$ cat src/rtl/uop_pkg.sv
// Shared types and micro-op encodings for the fetch/decode micro-op injector.
package uop_pkg;

  typedef enum logic [1:0] {
    ST_IDLE,
    ST_EMIT,
    ST_BUBBLE
  } state_t;

  typedef enum logic [1:0] {
    SEQ_CALL,
    SEQ_RET,
    SEQ_RTI,
    SEQ_INT
  } seq_t;

  localparam logic [15:0] PUSH_PC_LOW_OP  = 16'h5088;
  localparam logic [15:0] PUSH_PC_HIGH_OP = 16'h5089;
  localparam logic [15:0] POP_PC_HIGH_OP  = 16'h6089;
  localparam logic [15:0] POP_PC_LOW_OP   = 16'h6088;
  localparam logic [15:0] PUSH_FLAGS_OP   = 16'h5090;
  localparam logic [15:0] POP_FLAGS_OP    = 16'h6090;
  localparam logic [15:0] LOAD_VEC_OP     = 16'h7000;
  localparam logic [15:0] NOP_OP          = 16'h0000;

endpackage

$ cat src/rtl/uop_rom.sv
// Fixed micro-op table: (sequence, step) -> micro-op plus a flag marking the
// last fixed step before any NOP bubbles.
module uop_rom
  import uop_pkg::*;
(
  input  seq_t        seq_id,
  input  logic [1:0]  step,
  output logic [15:0] uop,
  output logic        last
);

  always_comb begin
    uop  = NOP_OP;
    last = 1'b1;
    case (seq_id)
      SEQ_CALL: begin
        case (step)
          2'd0:    begin uop = PUSH_PC_LOW_OP;  last = 1'b0; end
          default: begin uop = PUSH_PC_HIGH_OP; last = 1'b1; end
        endcase
      end
      SEQ_RET: begin
        case (step)
          2'd0:    begin uop = POP_PC_HIGH_OP; last = 1'b0; end
          default: begin uop = POP_PC_LOW_OP;  last = 1'b1; end
        endcase
      end
      SEQ_RTI: begin
        case (step)
          2'd0:    begin uop = POP_FLAGS_OP;   last = 1'b0; end
          2'd1:    begin uop = POP_PC_HIGH_OP; last = 1'b0; end
          default: begin uop = POP_PC_LOW_OP;  last = 1'b1; end
        endcase
      end
      default: begin
        case (step)
          2'd0:    begin uop = PUSH_PC_LOW_OP;  last = 1'b0; end
          2'd1:    begin uop = PUSH_PC_HIGH_OP; last = 1'b0; end
          2'd2:    begin uop = PUSH_FLAGS_OP;   last = 1'b0; end
          default: begin uop = LOAD_VEC_OP;     last = 1'b1; end
        endcase
      end
    endcase
  end

endmodule

$ cat src/rtl/uop_sequencer.sv
// Micro-op injector between fetch and decode: arbitrates CALL/RET/RTI/INT and
// replaces the instruction stream with a fixed micro-op sequence.
// Optional interrupt masking input enabled by define UOP_SEQ_INT_MASK_EN.
module uop_sequencer
  import uop_pkg::*;
#(
  parameter int unsigned RET_NOPS = 4,
  parameter int unsigned INT_NOPS = 2
) (
  input  logic        clk,
  input  logic        reset,
`ifdef UOP_SEQ_INT_MASK_EN
  input  logic        int_mask,
`endif
  input  logic        int_req,
  input  logic        rti_req,
  input  logic        ret_req,
  input  logic        call_req,
  output logic        ack,
  output logic [15:0] uop,
  output logic        uop_valid,
  output logic        stall,
  output logic        busy,
  output logic        done
);

  localparam logic [3:0] RET_N = 4'(RET_NOPS);
  localparam logic [3:0] INT_N = 4'(INT_NOPS);

  state_t      state, state_nx;
  seq_t        seq_id, seq_nx;
  logic [1:0]  step, step_nx;
  logic [3:0]  nop_cnt, nop_nx;
  logic        int_pending, pend_nx;
  logic        ack_q, ack_nx;
  logic        finish;
  logic [15:0] rom_uop;
  logic        rom_last;
  logic [3:0]  seq_nops;
  logic        int_in, int_go, int_masked;

`ifdef UOP_SEQ_INT_MASK_EN
  assign int_masked = int_mask;
`else
  assign int_masked = 1'b0;
`endif

  uop_rom u_rom (
    .seq_id (seq_id),
    .step   (step),
    .uop    (rom_uop),
    .last   (rom_last)
  );

  assign seq_nops = (seq_id == SEQ_INT)  ? INT_N :
                    (seq_id == SEQ_CALL) ? 4'd0  : RET_N;

  // A same-cycle int_req counts as pending for both arbitration and chaining.
  assign int_in = int_pending | int_req;
  assign int_go = int_in & ~int_masked;

  // Decode requests are levels held until ack; ack pulses the cycle after the
  // edge that accepted the request, alongside the first micro-op.
  always_comb begin
    state_nx = state;
    seq_nx   = seq_id;
    step_nx  = step;
    nop_nx   = nop_cnt;
    pend_nx  = int_in;
    ack_nx   = 1'b0;
    finish   = 1'b0;
    case (state)
      ST_IDLE: begin
        step_nx = 2'd0;
        nop_nx  = 4'd0;
        if (int_go) begin
          state_nx = ST_EMIT;
          seq_nx   = SEQ_INT;
          pend_nx  = 1'b0;
        end else if (rti_req) begin
          state_nx = ST_EMIT;
          seq_nx   = SEQ_RTI;
          ack_nx   = 1'b1;
        end else if (ret_req) begin
          state_nx = ST_EMIT;
          seq_nx   = SEQ_RET;
          ack_nx   = 1'b1;
        end else if (call_req) begin
          state_nx = ST_EMIT;
          seq_nx   = SEQ_CALL;
          ack_nx   = 1'b1;
        end
      end
      ST_EMIT: begin
        if (!rom_last) begin
          step_nx = step + 2'd1;
        end else if (seq_nops != 4'd0) begin
          state_nx = ST_BUBBLE;
          nop_nx   = seq_nops;
        end else begin
          finish = 1'b1;
        end
      end
      ST_BUBBLE: begin
        if (nop_cnt == 4'd1) finish = 1'b1;
        else                 nop_nx = nop_cnt - 4'd1;
      end
      default: state_nx = ST_IDLE;
    endcase
    if (finish) begin
      step_nx = 2'd0;
      nop_nx  = 4'd0;
      if (int_go) begin
        state_nx = ST_EMIT;
        seq_nx   = SEQ_INT;
        pend_nx  = 1'b0;
      end else begin
        state_nx = ST_IDLE;
      end
    end
  end

  always_ff @(posedge clk) begin
    if (!reset) begin
      state       <= ST_IDLE;
      seq_id      <= SEQ_CALL;
      step        <= 2'd0;
      nop_cnt     <= 4'd0;
      int_pending <= 1'b0;
      ack_q       <= 1'b0;
    end else begin
      state       <= state_nx;
      seq_id      <= seq_nx;
      step        <= step_nx;
      nop_cnt     <= nop_nx;
      int_pending <= pend_nx;
      ack_q       <= ack_nx;
    end
  end

  assign uop       = (state == ST_EMIT) ? rom_uop : NOP_OP;
  assign uop_valid = (state != ST_IDLE);
  assign stall     = (state != ST_IDLE);
  assign busy      = (state != ST_IDLE) | int_pending;
  assign ack       = ack_q;
  assign done      = ((state == ST_EMIT) & rom_last & (seq_nops == 4'd0)) |
                     ((state == ST_BUBBLE) & (nop_cnt == 4'd1));

endmodule
$ cat config.mk
export PLATFORM = sky130hd
export DESIGN_NAME = uop_sequencer
export DESIGN_NICKNAME = d
export VERILOG_FILES = /design/src/rtl/uop_pkg.sv /design/src/rtl/uop_rom.sv /design/src/rtl/uop_sequencer.sv
export SDC_FILE = /design/constraint.sdc
export NUM_CORES = 1
export LEC_CHECK = 0
export CAP_MARGIN = 10
export CORE_MARGIN = 2
export CORE_UTILIZATION = 48
export DETAILED_ROUTE_END_ITERATION = 16
export PLACE_DENSITY = 0.74
export SLEW_MARGIN = 20
export SYNTH_ARGS = -nofsm -noshare
export SYNTH_HDL_FRONTEND = slang
export SYNTH_SLANG_ARGS = --single-unit
export TNS_END_PERCENT = 50
$ cat constraint.sdc
create_clock -name clk -period 2.4 [get_ports clk]
set_clock_uncertainty 0.15 [all_clocks]
set_input_delay 0.36 -clock clk [delete_from_list [all_inputs] [get_ports clk]]
set_output_delay 0.36 -clock clk [all_outputs]
set_load 0.01 [all_outputs]
### After elaboration in Yosys (flattened, before gate mapping)

Cells that the tools add are included.

* add/subtract/negate cells: 2
* equality and inequality tests: 16
* muxes and demuxes: 44
* bitwise operators: 8
* reductions and logical operators: 16

Operators by type and width (count)
* 16-bit one-hot mux with 3 select lines: 1
* 14-bit one-hot mux with 3 select lines: 1
* 2-bit 2-to-1 mux: 15
* 16-bit 2-to-1 mux: 1
* 1-bit 2-to-1 mux: 15
* 4-bit 2-to-1 mux: 3
* 4-bit one-hot mux with 3 select lines: 1
* 2-bit inequality test, second input constant: 5
* 5-bit one-hot mux with 2 select lines: 1
* 2-bit equality test, second input constant: 4
* 4-bit AND reduction: 2
* 2-bit by 1-bit equality test with 1-bit output, second input constant: 3
* 2-bit zero test: 3
* 3-bit 2-to-1 mux: 2
* 3-bit inequality test, second input constant: 2
* 6-bit inequality test, second input constant: 1
* 2-bit one-hot mux with 3 select lines: 1
* 2-bit OR reduction: 3
* 3-bit OR reduction: 2
* 4-bit by 1-bit equality test with 1-bit output, second input constant: 1
* 4-bit zero test: 1
* 1-bit one-hot mux with 2 select lines: 2
* 2-bit one-hot mux with 2 select lines: 1
* 2-bit nonzero test: 2
* other kinds (8): 13

* register bits after elaboration: 12
* input port bits: 6
* output and inout bits: 21
* logic and storage cells: 92

### Depth between registers and ports, before layout

Gate-level depths: netlist of run 1.

* depth after elaboration: 9
* mapped depth: 7
* depth with buffers taken out: 7

### Modules after synthesis

A second synthesis of run 1 with hierarchy kept.

* cells, all modules: 152
* area total of the unflattened synthesis: 1141.1 µm²

Modules (own cells, without submodules)
* uop_sequencer: instances 1, cells each 114, area an instance 875.8 µm², seq. area each 240.2 µm²
* uop_rom: instances 1, cells each 38, area an instance 265.3 µm², seq. area each 0.0 µm²

### Least setup slack after synthesis of run 1

OpenSTA, ideal clock, no wires.

* path kind: reg-to-reg
* start: register step[1]
* end: register nop_cnt[3]
* library setup time: 68 ps
* arrival time: 1903 ps
* required time: 2182 ps
* slack: 279 ps
* cell stages (with the launch flop): 8
* buffers on the path: 0
* period minus slack after synthesis: 2121 ps
* cells stage by stage: dfxtp_1 > inv_1 > ha_1 > nand2b_2 > a2111oi_4 > o21bai_2 > or4_4 > a21oi_2

* cells in the longest elaborated chain, start to end: 7
* elaborated cells on any way between the ends: 14
* those cells by class: eq/ne (3); mux (6); reduce/logical (5)

Ends and longest elaborated chain
* start, declared: line uop_sequencer.sv:32 `logic [1:0] step, step_nx;`
* start signal, assigned: line uop_sequencer.sv:134 `step <= step_nx;`
* 2-bit by 1-bit equality test with 1-bit output (tied with other cells): line uop_rom.sv:29, uop_rom.sv:36
* 3-bit OR reduction (no source line) or 2-bit OR reduction (tied branches)
* 1-bit 2-to-1 mux (on tied branches): line uop_rom.sv:36, uop_rom.sv:29
* 1-bit one-hot mux with 2 select lines *: line uop_rom.sv:15 `case (seq_id)`
* 1-bit 2-to-1 mux: line uop_sequencer.sv:95 `if (!rom_last) begin`
* 1-bit one-hot mux with 2 select lines: line uop_sequencer.sv:72 `case (state)`
* 2-bit OR reduction (no source line)
* end signal, assigned: line uop_sequencer.sv:135 `nop_cnt <= nop_nx;`
* end, declared: line uop_sequencer.sv:33 `logic [3:0] nop_cnt, nop_nx;`

Mark *: on every way between the ends. The rest lies on a longest branch, timed or not.
A chain may end at the register's enable or synchronous reset.

### Worst setup path after layout of run 1

* start: register step[1]
* end: output done

* cells in the longest elaborated chain, start to end: 7
* elaborated cells on any way between the ends: 12
* those cells by class: eq/ne (2); mux (4); bitwise (3); reduce/logical (3)

Ends and longest elaborated chain
* 2-bit by 1-bit equality test with 1-bit output (tied with other cells): line uop_rom.sv:29, uop_rom.sv:36
* 3-bit OR reduction (no source line) or 2-bit OR reduction (tied branches)
* 1-bit 2-to-1 mux (on tied branches): line uop_rom.sv:36, uop_rom.sv:29
* 1-bit one-hot mux with 2 select lines *: line uop_rom.sv:15
* 1-bit AND * (2 in a row): line uop_sequencer.sv:146 `assign done = ((state == ST_EMIT) & rom_last & (seq_nops == 4'd0)) |`
* 1-bit OR *: line uop_sequencer.sv:146
* end, declared: line uop_sequencer.sv:24 `output logic done`

Marked as above.

==> impl_metrics.toml, run 1 <==
[sta]
setup_tns_ns = 0
timing.final.crit_share_pct = 97.0
grt_setup_unrepaired = "true"
slew_viol_final = 0
max_freq_mhz = 430
final-setup-viol-count = 0
period_minus_slack_ns = 2.33
hold_violations = 0

[cells_and_area]
register_area_sq_um = 243
fillCellCount = 188
multiInputGateArea_sq_um = 788
nNetsFinal = 184
syn_to_final_growth_pct = 25.2
antenna_cells = 0
final_util_pct = 63.2
drive_above_1_share_pct = 15.7

[global_route]
antenna_found_initial = 0
grt_max_degree = 12
grt_pass1_wl_microns = 3820
overflow = 0
track_usage_pct = 18.9
grt_pass1_vias = 889

[critical_path]
start_kind = "flop"
crit_fanout = 4
worst-setup-path-type = "reg -> out"
path_buf_inv = 2
r2r_setup_slack_ns = 0.19
timing.rr.end = "nop_cnt[3]"
cp_slowest_stage_delay_ns = 0.51
crit_path_end_kind = "output port"
worstPathRequired_ns = 1.89
cp.arrival_ns = 1.82
path_cells = "inv_1 -> ha_1 -> or4bb_1 -> nand3_1 -> clkdlybuf4s15_1"
r2r_start = "step[0]"
cp_slowest_cell = "or4bb_1"
cp.depth = 5
critPathTopFamily = "simple AND/OR/NAND/NOR gates"
ff2ff_path_depth = 7

[clock_network]
clk_pin_slew_ns = 0.08
h-tree-depth = 1
clk_latency_ns = 0.29
cts_tree = "built"
cts_made_buffers = 3
cts_hold_buf = 0
clock_sinks = 12
clockBufferDepth = 2
clock-root-buffer = "clkbuf_4"

[yosys]
yosys.area.top_type_share_pct = 21.7
synth_area_per_cell_sq_um = 8.32
ys.flop_type = "dfxtp_1"
synth_most_common_cell = "ha_1"
yosys.area.top_type = "dfxtp_1"
synth_seq_cells = 12
synth_common_cells = "ha_1 (18), nor2_1 (15), dfxtp_1 (12), inv_1 (12), buf_4 (11)"
synth_cell_types = 37
yosysWarnings = 0
synth.area.top_cells = "dfxtp_1 (22%), ha_1 (20%), buf_4 (7.5%)"
yosysSeqAreaShare_pct = 21.7
syn-cell-area_sq_um = 1110
syn_inst = 133
synth-edff-count = 0
ys_async_sr_fraction_pct = 0

[floorplanning]
die-area_sq_um = 2700
core-area_sq_um = 2190
start_util_pct = 50.5
die_w_microns = 52.0
io_pins = 27
die_h_microns = 52.0
core.rowCount = 17

[outcome]
status = "finished, final reports clean"

[drt]
vias_per_cell = 5.17
post_drt_wl_per_cell_microns = 12.0
drt_wl_total_microns = 2250
ant_nets = 0
drcViolationCount = 0
drt_iter0_drc = 17
dr.pass1.iters = 4
vias = 966

[min_path]
holdPathStages = 2
min_to = "nop_cnt[1]"
hold_class = "reg -> reg"
min-delay-start = "nop_cnt[1]"

[placed_design]
place_congestion = 0.809
numPortBuffers = 17
dp_hpwl_microns = 1830

[power_and_ir_drop]
irDropWorstVdd_uv = 703
p_leak_nw = 0.611
power.density_nw_per_um2 = 1040

[flow_run]
maxCapViolCount = 0
[stage by stage]
stage	power, mW	setup slack (ns)	std cells	area [sq um]	hold WS (ns)
floorplan	0.898	0.279	141	1140	0.286
global placement	1.22	0.0885	183	1320	0.297
detailed placement	1.24	0.0543	183	1320	0.309
CTS	1.40	0.0204	187	1360	0.320
global route	1.55	0.00358	187	1390	0.354
finish	1.44	0.0723	187	1390	0.317
[metal layers]
layer,global-route usage (%),routed length [microns]
met2,31.6,1050
met4,10.5,49
met5,0,0
met3,1.72,97
met1,23.5,1050
[cells by family after synthesis]
family,count (synthesis),synth area share (%)
AND/OR/NAND/NOR,41,19.7
buffers and inverters,25,12.2
flip-flops,12,21.7
AO/OA/AOI/OAI,31,21.2
adder cells (fa/ha/maj),18,20.4
multiplexers,5,4.53
other,1,0.339
[worst max-delay path by stage]
| stage | to | slack [ns] | from |
|---|---|---|---|
| floorplan | nop_cnt[3] | 0.28 | step[1] |
| global placement | done | 0.09 | step[1] |
| detailed placement | done | 0.05 | step[1] |
| CTS | uop[12] | 0.02 | state[1] |
| global route | uop[12] | 0.004 | state[0] |
| finish | done | 0.07 | step[1] |
[placed cells by master, fill, tap and decap left out, drive strengths merged, types with 2 or more instances in the layout]
master and n:
a21oi 10, a31oi 3, buf 9, clkbuf 4
clkdlybuf4s50 13, conb 9, dfxtp 12, dlygate4sd2 3
ha 18, inv 12, mux2i 5, nand2 7
nand2b 5, nand3 3, nor2 16, nor3 2
o21ai 4, o31ai 4, or3b 2
[where the power goes]
group          switching, mW  internal (mW)  leakage (nW)
Sequential            0.0494          0.252        0.0989
Clock                 0.0761         0.0925        0.0210
Combinational          0.494          0.474         0.491
[registers in the layout (all words and copies together), names as in the netlist]
register     count
nop_cnt          4
state            2
step             2
ack              1
seq_id           2
int_pending      1
[tightest hold or removal path, cell delays in order, from the launching register on]
cell	delay, ns
dfxtp_1	0.32
nand2_1	0.05
a21oi_1	0.05
[timing repair]
item / CTS / global route
endpoints found under the setup margin: 6 / 5
pin swaps: 0 / 0
resized for setup: 7 / 5
buffers inserted: 0 / 0
[cell type report]
class	instances	area share [%]
Clock buffer	4	2.62
Inverter	13	3.52
Multi-Input combinational cell	104	56.9
Sequential cell	12	17.5
Tap cell	28	2.53
Timing Repair Buffer	26	16.9
No activity file was read; power rests on OpenSTA's default activity.
==> run 2: changes to the inputs <==
--- a/config.mk
+++ b/config.mk
@@ -10,7 +10,7 @@
 export CORE_UTILIZATION = 48
 export DETAILED_ROUTE_END_ITERATION = 16
 export PLACE_DENSITY = 0.74
-export SLEW_MARGIN = 20
+export SLEW_MARGIN = 0
 export SYNTH_ARGS = -nofsm -noshare
 export SYNTH_HDL_FRONTEND = slang
 export SYNTH_SLANG_ARGS = --single-unit
==> results of run 2 <==
The final DEF is identical to that of run 1; final timing and power are the same.
